===== config.mk =====
export PLATFORM = sky130hd
export DESIGN_NAME = transmission8_sched_flat
export DESIGN_NICKNAME = d
export VERILOG_FILES = /design/src/rtl/transmission8_sched_if.sv /design/src/rtl/transmission8_sched.sv /design/src/flat_wrapper.sv
export SDC_FILE = /design/constraint.sdc
export NUM_CORES = 1
export LEC_CHECK = 0
export ABC_CLOCK_PERIOD_IN_PS = 3800
export CAP_MARGIN = 10
export CORE_MARGIN = 4
export CORE_UTILIZATION = 35
export CTS_CLUSTER_DIAMETER = 50
export DETAILED_ROUTE_END_ITERATION = 8
export RECOVER_POWER = 25
export SLEW_MARGIN = 30
export SYNTH_ARGS = -nofsm -noshare
export SYNTH_HDL_FRONTEND = slang
export SYNTH_SLANG_ARGS = --single-unit

===== constraint.sdc =====
create_clock -name clk -period 3.8 [get_ports clk]
set_clock_uncertainty 0.15 [all_clocks]
set_input_delay 0.38 -clock clk [delete_from_list [all_inputs] [get_ports clk]]
set_output_delay 0.38 -clock clk [all_outputs]
set_load 0.03 [all_outputs]

===== src/rtl/transmission8_sched_if.sv =====
// Bus bundle for the eight-channel serial transmit scheduler.
// master = requester side, slave = scheduler side.
interface transmission8_sched_if;
    logic [7:0]  req;
    logic [63:0] req_data;
    logic [7:0]  ack;
    logic        A;
    logic        B;
    logic        C;
    logic [7:0]  tx;
    logic        busy;

    modport master (
        output req, req_data,
        input  ack, A, B, C, tx, busy
    );

    modport slave (
        input  req, req_data,
        output ack, A, B, C, tx, busy
    );
endinterface


===== src/rtl/transmission8_sched.sv =====
// Round-robin scheduler sharing one UART-style serializer over eight lines.
// Define TRANSMISSION8_SCHED_PARITY_EN to add an even-parity bit after data.
module transmission8_sched #(
    parameter int unsigned BIT_CYCLES = 4
) (
    input  logic clk,
    input  logic rst_n,
    transmission8_sched_if.slave bus
);

`ifdef TRANSMISSION8_SCHED_PARITY_EN
    typedef enum logic [2:0] {IDLE, START, DATA, PARITY, STOP} state_e;
`else
    typedef enum logic [2:0] {IDLE, START, DATA, STOP} state_e;
`endif

    localparam logic [7:0] CNT_MAX = 8'(BIT_CYCLES - 1);

    state_e      state_q, state_d;
    logic [7:0]  cnt_q, cnt_d;
    logic [2:0]  idx_q, idx_d;
    logic [7:0]  shreg_q, shreg_d;
    logic [2:0]  grant_q, grant_d;
    logic [2:0]  last_q, last_d;
    logic [7:0]  ack_q, ack_d;
`ifdef TRANSMISSION8_SCHED_PARITY_EN
    logic        par_q, par_d;
`endif

    logic        found;
    logic [2:0]  pick;
    logic [2:0]  cand;
    logic        bit_end;
    logic        line_bit;
    logic [7:0]  tx_c;
    logic [7:0]  cap_byte;

    // Search starts just after the last winner and wraps back onto it.
    always_comb begin
        found = 1'b0;
        pick  = last_q;
        cand  = last_q;
        for (int i = 1; i <= 8; i++) begin
            cand = last_q + 3'(i);
            if (!found && bus.req[cand]) begin
                found = 1'b1;
                pick  = cand;
            end
        end
    end

    assign cap_byte = bus.req_data[{pick, 3'b000} +: 8];
    assign bit_end  = (cnt_q == CNT_MAX);

    always_comb begin
        state_d = state_q;
        cnt_d   = bit_end ? 8'd0 : cnt_q + 8'd1;
        idx_d   = idx_q;
        shreg_d = shreg_q;
        grant_d = grant_q;
        last_d  = last_q;
        ack_d   = 8'd0;
`ifdef TRANSMISSION8_SCHED_PARITY_EN
        par_d   = par_q;
`endif
        unique case (state_q)
            IDLE: begin
                cnt_d = 8'd0;
                idx_d = 3'd0;
                if (found) begin
                    state_d = START;
                    shreg_d = cap_byte;
                    grant_d = pick;
                    last_d  = pick;
                    ack_d   = 8'd1 << pick;
`ifdef TRANSMISSION8_SCHED_PARITY_EN
                    par_d   = ^cap_byte;
`endif
                end
            end
            START: begin
                if (bit_end) state_d = DATA;
            end
            DATA: begin
                if (bit_end) begin
                    shreg_d = shreg_q >> 1;
                    idx_d   = idx_q + 3'd1;
                    if (idx_q == 3'd7) begin
`ifdef TRANSMISSION8_SCHED_PARITY_EN
                        state_d = PARITY;
`else
                        state_d = STOP;
`endif
                    end
                end
            end
`ifdef TRANSMISSION8_SCHED_PARITY_EN
            PARITY: begin
                if (bit_end) state_d = STOP;
            end
`endif
            STOP: begin
                if (bit_end) state_d = IDLE;
            end
            default: state_d = IDLE;
        endcase
    end

    always_ff @(posedge clk or negedge rst_n) begin
        if (!rst_n) begin
            state_q <= IDLE;
            cnt_q   <= 8'd0;
            idx_q   <= 3'd0;
            shreg_q <= 8'd0;
            grant_q <= 3'd0;
            last_q  <= 3'd7;
            ack_q   <= 8'd0;
`ifdef TRANSMISSION8_SCHED_PARITY_EN
            par_q   <= 1'b0;
`endif
        end else begin
            state_q <= state_d;
            cnt_q   <= cnt_d;
            idx_q   <= idx_d;
            shreg_q <= shreg_d;
            grant_q <= grant_d;
            last_q  <= last_d;
            ack_q   <= ack_d;
`ifdef TRANSMISSION8_SCHED_PARITY_EN
            par_q   <= par_d;
`endif
        end
    end

    always_comb begin
        line_bit = 1'b1;
        unique case (state_q)
            START:   line_bit = 1'b0;
            DATA:    line_bit = shreg_q[0];
`ifdef TRANSMISSION8_SCHED_PARITY_EN
            PARITY:  line_bit = par_q;
`endif
            default: line_bit = 1'b1;
        endcase
        tx_c          = 8'hFF;
        tx_c[grant_q] = line_bit;
    end

    assign bus.tx   = tx_c;
    assign bus.ack  = ack_q;
    assign bus.busy = (state_q != IDLE);
    assign bus.A    = grant_q[2];
    assign bus.B    = grant_q[1];
    assign bus.C    = grant_q[0];

endmodule


===== src/flat_wrapper.sv =====
// flat-port wrapper written by rule: the top's interface ports become plain ports
module transmission8_sched_flat 
#(
    parameter int unsigned BIT_CYCLES = 4
)
  (clk, rst_n, bus_req, bus_req_data, bus_ack, bus_A, bus_B, bus_C, bus_tx, bus_busy);
  transmission8_sched_if bus_i ();
  input  logic clk;
  input  logic rst_n;
  input wire logic [$bits(bus_i.req)-1:0] bus_req;
  input wire logic [$bits(bus_i.req_data)-1:0] bus_req_data;
  output wire logic [$bits(bus_i.ack)-1:0] bus_ack;
  output wire logic [$bits(bus_i.A)-1:0] bus_A;
  output wire logic [$bits(bus_i.B)-1:0] bus_B;
  output wire logic [$bits(bus_i.C)-1:0] bus_C;
  output wire logic [$bits(bus_i.tx)-1:0] bus_tx;
  output wire logic [$bits(bus_i.busy)-1:0] bus_busy;
  assign bus_i.req = bus_req;
  assign bus_i.req_data = bus_req_data;
  assign bus_ack = bus_i.ack;
  assign bus_A = bus_i.A;
  assign bus_B = bus_i.B;
  assign bus_C = bus_i.C;
  assign bus_tx = bus_i.tx;
  assign bus_busy = bus_i.busy;
  transmission8_sched #(.BIT_CYCLES(BIT_CYCLES)) u_core (.clk(clk), .rst_n(rst_n), .bus(bus_i));
endmodule

==> flow_summary.ini <==
[synth]
synth_mux_area_frac = 0.2439
syn_nets = 475
synth_cells = 391
synthTopCellsByCount = nand2_1 (53), dfrtp_1 (32), mux2i_1 (30)
synth-simple-area-share = 0.1741
synthMostInstantiatedCell = nand2_1
synthAdderAreaFrac = 0.03510
mappedNetlistArea_um2 = 3565
synth.area.top_cells = dfrtp_1 (22%), mux2i_1 (8.4%), mux2_2 (7.3%)
ys_seq_area_frac = 0.2468
synth-xor-area-share = 0.05370
synth_edf_count = 0
synth_top_family_by_area = multiplexers
yosysWarnings = 0
synth_compound_area_frac = 0.1931
synthArstFlopShare = 1.000
synth_top_area_frac = 0.2246
synthFlopType = dfrtp_1
synth.distinct_cells = 68
ys_ff_latch = 35
yosys.area.top_type = dfrtp_1
syn_avg_cell_area_um2 = 9.117

[clock_tree]
clockBufferDepth = 2
clock-sinks = 35
numCtsBuffers = 5
worstSkewPairLatency_ns = 0.28
cts.clk_slew.worst_paths_ns = 0.07
cts_root_buf = clkbuf_8
hold_buffers = 0
cts_tree = done
htreeDepth = 2

[critical_path]
rrSetupSlack_ns = 0.13
startpoint_type = flip-flop
max_stage_delay_ns = 0.59
r2r-end = u_core.shreg_q[0]
cp_data_arrival_time_ns = 3.67
crit_required_ns = 3.80
worstRegToRegCells = 12
end_kind = flip-flop
r2r_start = u_core.last_q[0]
crit_chain = clkinv_4 -> ha_4 -> mux2_4 -> mux2_4 -> o221ai_4 -> and4_4 -> a211oi_4 -> xnor2_4 -> buf_6 -> mux2_2 -> o211ai_1 -> o211ai_1
critPathSlowestCell = dfstp_2
crit_type = reg -> reg
worstPathMaxFanout = 8

[layout]
fin_nets = 581
fin_cells = 631
drive_gt1_frac = 0.2229
antennaDiodeCount = 0
fillers = 888
seq_area_um2 = 879.6
multi_input_comb_area_um2 = 2685
syn2layout_area_growth_pct = 43.80

[global_routing]
top_usage_layer = met2
met2_usage = 0.2772
grt_first_pass_wirelength_mm = 16.30
antenna_found_initial = 0
grt_util_met1 = 0.2459
grt_max_degree = 49
grt_overflow = 0
met3_usage = 0.02605
grt.total_usage = 0.1713
grt_pass1_vias = 3234

[floorplanning]
io_pins = 94
core_um2 = 9864
die_height_um = 108.9
die_area_um2 = 11860
start_util = 0.3614
die_x_um = 108.9
rows = 36

[status]
violations = capacitance limit, slew limit
status = complete, but fails checks

[drt]
drc = 0
first_pass_iters = 4
wirelength_mm = 10.32
routed_via_density = 5.391
via_count = 3402
drt_iter0_drc = 272
ant_nets = 0
detail_route.wl_per_cell_um = 16.35

[min_path]
hp-class = reg -> reg
holdPathStages = 1
hp-start = u_core.cnt_q[0]
holdPathEnd = u_core.cnt_q[0]

[timing]
worst_slew_pin_slew_ns = 1.869
min_period_over_period = 0.9647
finalHoldViolCount = 0
relSlewSlack = -0.2458
fmax_mhz = 272.8
rsz0062_at_grt = no
timing.hold.ws_ns = 0.3340
setup_viol = 0
maxSlewViolCount = 36
period_needed_ns = 3.666

[placed_design]
port_buffers = 93
dp_cells = 615
hpwl_mm = 7.832
place.gp.congestion = 0.8803

[run]
maxCapViolations = 1
==> cells by family after synthesis <==
group                      count (synthesis)
AOI/OAI and AO/OA                         90
adders and majority gates                 10
xor gates and xnor gates                  15
and+or+nand+nor                          135
muxes                                     70
buffers and inverters                     36
DFF                                       35
==> sequential cells by signal (all words and copies together), names as in the netlist <==
register,count
u_core.bus.ack,8
u_core.cnt_q,8
u_core.grant_q,3
u_core.idx_q,3
u_core.last_q,3
u_core.shreg_q,8
u_core.state_q,2
==> per-layer routing <==
metal | up-vias | wire length, um
met5 | - | 0
met4 | 0 | 57
met3 | 4 | 556
met2 | 97 | 5038
met1 | 1629 | 4665
li1 | 1672 | -
==> per-stage QoR <==
stage | setup TNS, ns | worst slack [ns] | instance area (um^2) | util
3_3_place_gp | -0.3046 | -0.06477 | 4817 | 0.4883
5_1_grt | 0 | 0.002542 | 5126 | 0.5197
2_1_floorplan | -0.09054 | -0.04660 | 3675 | -
4_1_cts | 0 | 0.01142 | 4937 | 0.5005
3_5_place_dp | -0.04739 | -0.03096 | 4817 | 0.4883
6_report | 0 | 0.1340 | 5126 | 0.5197
==> worst max-delay path, delay by kind of cell, from the launching register on <==
family                   cells  cell delay (ns)
XOR/XNOR                     1             0.27
AND/OR/NAND/NOR              1             0.29
adder cells (fa/ha/maj)      1             0.34
AO/OA/AOI/OAI                4             0.73
buffers and inverters        2             0.22
flip-flops                   1             0.59
multiplexers                 3             0.94
==> how the worst max path moves through the flow <==
stage                           from                 to  slack [ns]  cells past startpoint
detailed placement  u_core.last_q[0]  u_core.shreg_q[5]       -0.03                     10
finish              u_core.last_q[0]  u_core.shreg_q[0]        0.13                     12
CTS                 u_core.last_q[0]  u_core.shreg_q[2]        0.01                     13
floorplan           u_core.last_q[1]  u_core.shreg_q[4]       -0.05                     15
global route        u_core.last_q[0]  u_core.shreg_q[0]       0.003                     13
global placement    u_core.last_q[0]  u_core.shreg_q[5]       -0.06                     10
==> layout make-up <==
type | instances | share of cell area
clock buffer | 5 | 0.01342
clock inverter | 3 | 0.008543
inverter | 11 | 0.009519
multi-input combinational | 320 | 0.5238
sequential | 35 | 0.1716
tap | 133 | 0.03246
timing repair buffer | 124 | 0.2407
==> placed cells by master, fill, tap and decap left out, types with 4 or more instances in the layout <==
master,synthesis,final
nand2_1,53,53
mux4_2,7,7
a21oi_1,12,11
mux2_4,2,8
o21ai_0,14,14
and3_1,4,4
mux2i_1,30,25
dfrtp_1,32,32
nor2b_1,4,4
nor2_1,27,27
ha_1,10,9
nand3_1,23,23
clkdlybuf4s50_1,0,92
mux2_2,23,19
inv_1,10,9
xor2_1,4,4
a21o_1,8,8
buf_4,2,22
xnor2_1,6,5
o211ai_1,15,15
clkbuf_8,0,5
nand4_1,8,8
==> what timing repair did <==
item	CTS	global route
gates cloned	0	1
hold endpoints to repair	0	0
resized for setup	2	22
buffers inserted	0	7
endpoints found under the setup margin	7	8
pin swaps	0	8
Power is left out: the tool's default activity adds up to more than one toggle a clock period on the data nets, which glitch-free logic cannot reach.
